## config.mk

```make
export PLATFORM = sky130hd
export DESIGN_NAME = stack_sequencer
export DESIGN_NICKNAME = d
export VERILOG_FILES = /design/src/rtl/stack_pkg.sv /design/src/rtl/handshake_timer.sv /design/src/rtl/stack_sequencer.sv
export SDC_FILE = /design/constraint.sdc
export NUM_CORES = 1
export LEC_CHECK = 0
export ABC_AREA = 1
export BUFFER_PORTS_ARGS = -buffer_cell sky130_fd_sc_hd__buf_2
export CORE_UTILIZATION = 45
export CTS_CLUSTER_DIAMETER = 50
export DETAILED_ROUTE_END_ITERATION = 12
export GPL_ROUTABILITY_DRIVEN = 0
export MAX_ROUTING_LAYER = met4
export PLACE_DENSITY = 0.83
export SYNTH_ARGS = -nofsm -noshare
export SYNTH_HDL_FRONTEND = slang
export SYNTH_HIERARCHICAL = 1
export SYNTH_SLANG_ARGS = --single-unit
export TNS_END_PERCENT = 30
```

## constraint.sdc

```tcl
create_clock -name clk -period 2.3 [get_ports clk]
set_input_delay 0.115 -clock clk [delete_from_list [all_inputs] [get_ports clk]]
set_output_delay 0.115 -clock clk [all_outputs]
set_load 0.05 [all_outputs]
```

## src/rtl/stack_pkg.sv

```systemverilog
// Shared types and constants for the operand-stack sequencer.
package stack_pkg;

  // Default width of one evaluation-stack slot.
  localparam int SLOT_W = 32;

  typedef logic [SLOT_W-1:0] slot_t;

  // Sequencer states, kept as plain constants for legacy tools.
  typedef logic [2:0] state_t;
  localparam state_t ST_IDLE      = 3'd0;
  localparam state_t ST_CHECK     = 3'd1;
  localparam state_t ST_POP_REQ   = 3'd2;
  localparam state_t ST_POP_WAIT  = 3'd3;
  localparam state_t ST_PUSH_REQ  = 3'd4;
  localparam state_t ST_PUSH_WAIT = 3'd5;
  localparam state_t ST_FIN       = 3'd6;
  localparam state_t ST_FAIL      = 3'd7;

  // Error codes reported on err_code.
  typedef logic [1:0] err_code_t;
  localparam err_code_t ERR_NONE  = 2'd0;
  localparam err_code_t ERR_UNDER = 2'd1;
  localparam err_code_t ERR_OVER  = 2'd2;
  localparam err_code_t ERR_BAD   = 2'd3;

endpackage

```

## src/rtl/handshake_timer.sv

```systemverilog
// Wait-cycle counter for a trigger/done handshake; expired once TIMEOUT cycles have elapsed.
module handshake_timer #(
  parameter int TIMEOUT = 15
) (
  input  logic clk,
  input  logic rst_n,
  input  logic clear,
  input  logic enable,
  output logic expired
);

  localparam int CNT_W = $clog2(TIMEOUT + 2);

  logic [CNT_W-1:0] count;

  assign expired = (count == CNT_W'(TIMEOUT));

  // Count wait cycles; saturate at the limit so expired stays asserted.
  always_ff @(posedge clk or negedge rst_n) begin
    if (!rst_n) begin
      count <= '0;
    end else if (clear) begin
      count <= '0;
    end else if (enable && !expired) begin
      count <= count + 1'b1;
    end
  end

endmodule

```

## src/rtl/stack_sequencer.sv

```systemverilog
// Pops up to MAX_POP operands then pushes up to MAX_PUSH results per request,
// tracking stack occupancy and reporting underflow, overflow and timeout.
module stack_sequencer
  import stack_pkg::*;
#(
  parameter int DATA_W   = SLOT_W,
  parameter int MAX_POP  = 4,
  parameter int MAX_PUSH = 2,
  parameter int DEPTH    = 256,
  parameter int TIMEOUT  = 15
) (
  input  logic                              clk,
  input  logic                              rst_n,
  input  logic                              start,
  input  logic [$clog2(MAX_POP+1)-1:0]      pop_count,
  input  logic [$clog2(MAX_PUSH+1)-1:0]     push_count,
  input  logic [MAX_PUSH*DATA_W-1:0]        push_data,
  output logic [MAX_POP*DATA_W-1:0]         operands,
  output logic                              busy,
  output logic                              done,
  output logic                              err,
  output logic [1:0]                        err_code,
  output logic [$clog2(DEPTH+1)-1:0]        depth,
  output logic                              evalpush,
  output logic                              evaltrigger,
  output logic [DATA_W-1:0]                 evalwrite,
  input  logic [DATA_W-1:0]                 evalread,
  input  logic                              evaldone
);

  localparam int POP_W   = $clog2(MAX_POP + 1);
  localparam int PUSH_W  = $clog2(MAX_PUSH + 1);
  localparam int DEPTH_W = $clog2(DEPTH + 1);
  localparam int SUM_W   = DEPTH_W + 1;

  state_t                         state_q, state_d;
  logic [POP_W-1:0]               rem_q;         // pops still to do; latched pop_count in CHECK
  logic [PUSH_W-1:0]              push_total_q;
  logic [PUSH_W-1:0]              k_q;           // next push slot
  logic [DEPTH_W-1:0]             depth_q;
  logic [MAX_POP-1:0][DATA_W-1:0] operands_q;
  err_code_t                      err_code_q, fail_code;
  logic                           timer_clear, timer_en, timer_expired;
  logic [SUM_W-1:0]               after_ops;

  // Occupancy after the whole request; only meaningful once underflow is excluded.
  assign after_ops = {1'b0, depth_q} - SUM_W'(rem_q) + SUM_W'(push_total_q);

  handshake_timer #(
    .TIMEOUT(TIMEOUT)
  ) u_timer (
    .clk    (clk),
    .rst_n  (rst_n),
    .clear  (timer_clear),
    .enable (timer_en),
    .expired(timer_expired)
  );

  // Next-state selection, request validation and timer control.
  always_comb begin
    state_d     = state_q;
    fail_code   = ERR_NONE;
    timer_clear = 1'b0;
    timer_en    = 1'b0;
    case (state_q)
      ST_IDLE: if (start) state_d = ST_CHECK;
      ST_CHECK: begin
        if (rem_q > POP_W'(MAX_POP) || push_total_q > PUSH_W'(MAX_PUSH)) begin
          state_d   = ST_FAIL;
          fail_code = ERR_BAD;
        end else if (SUM_W'(rem_q) > SUM_W'(depth_q)) begin
          state_d   = ST_FAIL;
          fail_code = ERR_UNDER;
        end else if (after_ops > SUM_W'(DEPTH)) begin
          state_d   = ST_FAIL;
          fail_code = ERR_OVER;
        end else if (rem_q != '0) begin
          state_d = ST_POP_REQ;
        end else if (push_total_q != '0) begin
          state_d = ST_PUSH_REQ;
        end else begin
          state_d = ST_FIN;
        end
      end
      ST_POP_REQ: begin
        timer_clear = 1'b1;
        state_d     = ST_POP_WAIT;
      end
      ST_POP_WAIT: begin
        if (evaldone) begin
          if (rem_q > POP_W'(1))          state_d = ST_POP_REQ;
          else if (push_total_q != '0)    state_d = ST_PUSH_REQ;
          else                            state_d = ST_FIN;
        end else if (timer_expired) begin
          state_d   = ST_FAIL;
          fail_code = ERR_BAD;
        end else begin
          timer_en = 1'b1;
        end
      end
      ST_PUSH_REQ: begin
        timer_clear = 1'b1;
        state_d     = ST_PUSH_WAIT;
      end
      ST_PUSH_WAIT: begin
        if (evaldone) begin
          state_d = (k_q + 1'b1 < push_total_q) ? ST_PUSH_REQ : ST_FIN;
        end else if (timer_expired) begin
          state_d   = ST_FAIL;
          fail_code = ERR_BAD;
        end else begin
          timer_en = 1'b1;
        end
      end
      ST_FIN, ST_FAIL: state_d = ST_IDLE;
      default:         state_d = ST_IDLE;
    endcase
  end

  // State register.
  always_ff @(posedge clk or negedge rst_n) begin
    if (!rst_n) state_q <= ST_IDLE;
    else        state_q <= state_d;
  end

  // Request latching, operand capture, occupancy and error-code tracking.
  always_ff @(posedge clk or negedge rst_n) begin
    if (!rst_n) begin
      rem_q        <= '0;
      push_total_q <= '0;
      k_q          <= '0;
      depth_q      <= '0;
      operands_q   <= '0;
      err_code_q   <= ERR_NONE;
    end else begin
      case (state_q)
        ST_IDLE: begin
          if (start) begin
            rem_q        <= pop_count;
            push_total_q <= push_count;
            k_q          <= '0;
            err_code_q   <= ERR_NONE;
          end
        end
        ST_POP_WAIT: begin
          if (evaldone) begin
            // First pop returns the former top, which lands in the highest slot.
            for (int i = 0; i < MAX_POP; i++) begin
              if (rem_q - 1'b1 == POP_W'(i)) operands_q[i] <= evalread;
            end
            rem_q   <= rem_q - 1'b1;
            depth_q <= depth_q - 1'b1;
          end
        end
        ST_PUSH_WAIT: begin
          if (evaldone) begin
            k_q     <= k_q + 1'b1;
            depth_q <= depth_q + 1'b1;
          end
        end
        default: ;
      endcase
      if (state_d == ST_FAIL) err_code_q <= fail_code;
    end
  end

  // Select the push slot currently being written; zero outside a push request.
  always_comb begin
    evalwrite = '0;
    if (state_q == ST_PUSH_REQ) begin
      for (int i = 0; i < MAX_PUSH; i++) begin
        if (k_q == PUSH_W'(i)) evalwrite = push_data[i*DATA_W +: DATA_W];
      end
    end
  end

  assign busy        = (state_q != ST_IDLE) && (state_q != ST_FIN) && (state_q != ST_FAIL);
  assign done        = (state_q == ST_FIN);
  assign err         = (state_q == ST_FAIL);
  assign evaltrigger = (state_q == ST_POP_REQ) || (state_q == ST_PUSH_REQ);
  assign evalpush    = (state_q == ST_PUSH_REQ);
  assign operands    = operands_q;
  assign err_code    = err_code_q;
  assign depth       = depth_q;

endmodule

```

* Word level (Yosys, flattened, before mapping) *
Index checks and enable logic that the tools add are counted.

word-level totals
  register bits after elaboration = 154
  output and inout bits = 176

operators by class
  add/sub/neg operators = 7
  order comparisons = 6
  eq/ne operators = 18
  multiplexer cells = 38
  reduce and logical (&&, ||, !) cells = 30

operators by type and width
  cell                                                                   number
  32-bit 2-to-1 mux                                                      3
  3-bit 2-to-1 mux                                                       11
  2-bit 2-to-1 mux                                                       11
  3-bit one-hot mux with 7 select lines                                  1
  3-bit AND reduction                                                    7
  9-bit 2-to-1 mux                                                       2
  9-bit one-hot mux with 2 select lines                                  1
  3-bit == test, second input constant                                   5
  2-bit nonzero test                                                     7
  3-bit by 2-bit == test with 1-bit output, second input constant        4
  10-bit by 2-bit adder with 10-bit output                               1
  10-bit by 9-bit > comparator with 1-bit output, second input constant  1
  5-bit 2-to-1 mux                                                       2
  9-bit by 3-bit subtractor with 10-bit output                           1
  9-bit by 1-bit adder with 9-bit output, second input constant          1
  3-bit by 9-bit > comparator with 1-bit output                          1
  9-bit by 1-bit subtractor with 9-bit output, second input constant     1
  2-bit one-hot mux with 2 select lines                                  2
  3-bit by 1-bit == test with 1-bit output, second input constant        2
  3-bit zero test                                                        2
  2-bit inequality test, second input constant                           3
  3-bit inequality test, second input constant                           2
  3-bit one-hot mux with 2 select lines                                  1
  3-bit nonzero test                                                     2
  16 further kinds                                                       25

* Logic depth before layout (Yosys ltp) *
  depth in word-level cells = 10
  depth in mapped cells = 21
  mapped depth without buffers = 21

* Modules after synthesis *
The synthesis kept the hierarchy.

by module, submodules not included
  module           instances  cells each  area each (um^2)
  stack_sequencer  1          868         7574.8
  handshake_timer  1          36          267.8

* Least setup slack after synthesis *
No wires, ideal clock.

  path type = register to register
  start point = register depth_q[1] (netlist: depth[1])
  end point = register err_code_q[0] (netlist: err_code[0])
  arrival = 2823 ps
  data required time = 2180 ps
  path slack = -643 ps
  cell stages (with the launch flop) = 19
  clock period less this slack = 2943 ps
  path through = dfrtp_1 > inv_1 > fa_1 > fa_1 > nand3b_1 > nand2_1 > nand2_1 > nand2_1 > nand2_1 > nand2_1 > nor2_1 > nand2_1 > nand2_1 > nand3_1 > nand2_1 > o21ai_1 > nand2_1 > nand3_1 > nand2_1

on the way
  cells in the longest elaborated chain, start to end = 10

ends and longest elaborated chain
  item                                            RTL line                text
  start, declared                                 stack_sequencer.sv:40   logic [DEPTH_W-1:0] depth_q;
  start signal, assigned                          stack_sequencer.sv:152  depth_q <= depth_q - 1'b1;
  start signal, assigned                          stack_sequencer.sv:158  depth_q <= depth_q + 1'b1;
  9-bit by 3-bit subtractor with 10-bit output    stack_sequencer.sv:47   assign after_ops = {1'b0, depth_q} - SUM_W'(rem_q) + SUM_W'(push_total_q);
  10-bit by 2-bit adder with 10-bit output        stack_sequencer.sv:47
  10-bit by 9-bit > comparator with 1-bit output  stack_sequencer.sv:74   end else if (after_ops > SUM_W'(DEPTH)) begin
  3-bit 2-to-1 mux                                stack_sequencer.sv:74
  3-bit 2-to-1 mux                                stack_sequencer.sv:71   end else if (SUM_W'(rem_q) > SUM_W'(depth_q)) begin
  3-bit 2-to-1 mux                                stack_sequencer.sv:68   if (rem_q > POP_W'(MAX_POP) || push_total_q > PUSH_W'(MAX_PUSH)) begin
  3-bit one-hot mux with 7 select lines           stack_sequencer.sv:65   case (state_q)
  3-bit == test                                   stack_sequencer.sv:163  if (state_d == ST_FAIL) err_code_q <= fail_code;
  2-bit nonzero test (no source line)             --
  2-bit AND reduction (no source line)            --
  end signal, assigned                            stack_sequencer.sv:163
  end, declared                                   stack_sequencer.sv:42   err_code_t err_code_q, fail_code;

Parallel ways exist; a longest one is shown, timed or not.
A chain may end at the register's enable or synchronous reset.

* Worst setup path after layout *
  start point = register push_total_q[1]
  end point = register err_code_q[1] (netlist: err_code[1])

on the way
  cells in the longest elaborated chain, start to end = 10

ends and longest elaborated chain
  item                                                                                               RTL line                text
  start, declared                                                                                    stack_sequencer.sv:38   logic [PUSH_W-1:0] push_total_q;
  start signal, assigned                                                                             stack_sequencer.sv:140  push_total_q <= push_count;
  parallel branches: the longest is 10 deep, another holds 10-bit by 2-bit adder with 10-bit output  --

Several ways; the timed one is not identified.

==> impl_metrics.yaml <==
cts:
  numCtsBuffers: 17
  cts_tree: "yes"
  ctsRootBufferMaster: "clkbuf_16"
  htree_num_levels: 4
  cts.sinks: 154
  clkTransAtPathRegs_ps: 70
  clk_latency_ps: 410
  clk_path_buf_depth: 2
synth:
  yosysMostFrequentCell: "nand2_1"
  synthCells: 904
  ys_top_cells_by_area: "dfrtp_1 49%, nand2_1 14%, ha_1 6.1%, o21ai_2 5.2%, o21ai_1 5.2%"
  synth_flop_cell: "dfrtp_1"
  synth_nets: 1050
  synth_warnings: 6
  yosys.area.top_type_share: 0.491
  yosys.area.top_type: "dfrtp_1"
  syn_avg_cell_area_um2: 8.68
  synthTopCellsByCount: "286 x nand2_1, 154 x dfrtp_1, 86 x inv_1"
  ys_ff_latch: 154
  async_flop_share: 1.00
  synth_edf_count: 0
  yosysUniqueCellTypes: 31
  syn_area_um2: 7840
  ys_seq_area_frac: 0.491
place:
  place_inst: 1412
  placed_area_um2: 9670
  port_buffers: 280
  dp.final_hpwl_um: 15500
detailed_routing:
  drc: 0
  dr.pass1.iters: 7
  wl_per_cell_um: 14.7
  drtIter0Drc: 356
  ant_nets: 0
  vias: 7265
  vias_per_cell: 4.97
  wl_um: 21500
floorplan:
  die_y_um: 134
  rows: 47
  start_util: 0.466
  ios: 281
  fp.dieW_um: 134
  dieArea_um2: 18000
  coreArea_um2: 16800
critical_path:
  rrSetupSlack_ps: -320
  crit_path_max_incr_delay_ps: 520
  endpoint_kind: "flop"
  start_kind: "flop"
  path_max_fanout: 2
  cp_slowest_cell: "fa_1"
  critPathArrivalTime_ps: 2980
  crit_chain: "inv_2 > fa_1 > fa_2 > buf_4 > a21oi_1 > nand2_1 > nor2_1 > nand3_2 > nor2_2 > nand2_1 > nand2_2 > nand3_2 > nand2_2 > o21ai_2 > nand2_2 > nand3_2 > nand2_1"
  path_class: "flop to flop"
  cp_data_required_time_ps: 2650
hold_path:
  hold_path.class: "primary input to flop"
final_layout:
  diodes: 0
  drive_gt1_frac: 0.375
  fin_util: 0.630
  fin_area_um2: 10600
  nNetsFinal: 1377
  area_delta_synth_final_pct: 35.1
  final_cells: 1463
timing:
  rsz0062_at_grt: "yes"
  max_freq_mhz: 381
  slew_violations: 0
  setup_tns_ps: -1460
  setup_viol: 6
  period_needed_ps: 2620
  finClkSkew_ps: 8.76
  holdWs_ps: 13.2
  max_slew_margin: 0.619
  min_period_over_period: 1.14
  finalHoldViolCount: 0
  worst_pin_slew_ps: 571
  fin_ws_ps: -323
grt:
  grt_max_degree: 65
  track_usage: 0.245
  grt_pass1_vias: 7021
  grt-ovfl-total: 0
  antenna_found_initial: 0
  grt_first_pass_wirelength_um: 33900
pwr:
  power.density_nw_per_um2: 1750
  p_leak_uw: 0.00583
  vdd_drop_max_uv: 1150
status:
  failed_checks: "setup timing"
  status: "finished, violations left"
run:
  drv_cap: 0
[state kept, by name (all words and copies together) (netlist names)]
| signal | cells |
|---|---|
| push_total_q | 2 |
| state_q | 3 |
| rem_q | 3 |
| k_q | 2 |
| err_code | 2 |
| depth | 9 |
| u_timer/count | 5 |
| operands | 128 |
[worst max-delay path, delay by kind of cell, from the launching register on]
| family | cells | cell delay (ps) |
|---|---|---|
| and+or+nand+nor | 11 | 940 |
| buffers and inverters | 2 | 200 |
| adders and majority gates | 2 | 890 |
| DFF | 1 | 370 |
| AOI/OAI and AO/OA | 2 | 170 |
[final timing paths]
kind / end / depth (start not counted) / startpoint
hold reg to reg: operands[69] / 2 / operands[69]
min in group asynchronous: operands[80] / 2 / rst_n
hold / removal: operands[88] / 3 / evalread[24]
max in group asynchronous: operands[97] / 3 / rst_n
setup / recovery: err_code[1] / 17 / push_total_q[1]
setup reg to reg: err_code[1] / 17 / push_total_q[1]
[where the power goes]
group	switching (uW)	leakage, uW	internal [uW]
registers	642	0.00200	3800
logic	8050	0.00355	3360
clock network	1180	0.000278	1510
total	9870	0.00583	8670
[routing by layer]
layer / share of wire / global-route usage / vias to the layer above / routed length (um)
met5: 0 / - / - / 0
met4: 0.029 / 0.0886 / 0 / 622
met3: 0.048 / 0.0446 / 47 / 1020
met2: 0.49 / 0.400 / 239 / 10500
met1: 0.43 / 0.304 / 3395 / 9320
li1: - / - / 3584 / -
[cell type report]
type / count / area (um2)
Clock buffer: 17 / 425
Sequential cell: 154 / 3860
Fill cell: 1435 / 6230
Inverter: 92 / 350
Clock inverter: 14 / 136
Multi-Input combinational cell: 622 / 3500
Tap cell: 220 / 275
Timing Repair Buffer: 344 / 2050
[logic make-up after synthesis]
kind of cell | synth area share
compound gates | 0.155
xor+xnor | 0.00447
fa+ha+maj | 0.0683
buf+inv | 0.0839
flops | 0.491
simple gates | 0.197
[through the flow]
step	total power (uW)	setup slack (ps)
2_1_floorplan	12300	-258
6_report	18500	-323
3_3_place_gp	14800	-238
3_5_place_dp	15100	-319
4_1_cts	17900	-296
5_1_grt	19700	-503
[timing repair]
action,CTS,global route
gates resized for setup,6,40
setup buffers,1,5
hold buffers,14,0
pin swaps,4,27
endpoints found under the setup margin,7,24
endpoints found under the hold margin,67,0
[layout by cell type (no fill, tap or decap), types with 33 or more instances in the layout]
cell / netlist / routed
nor2_1: 43 / 40
buf_2: 2 / 279
nand2_1: 286 / 274
o21ai_1: 82 / 83
a21oi_1: 52 / 47
dfrtp_1: 154 / 152
buf_4: 2 / 38
o21ai_2: 47 / 48
inv_1: 86 / 81
ha_1: 38 / 33
Note: power is estimated with default switching activity, not from simulation.
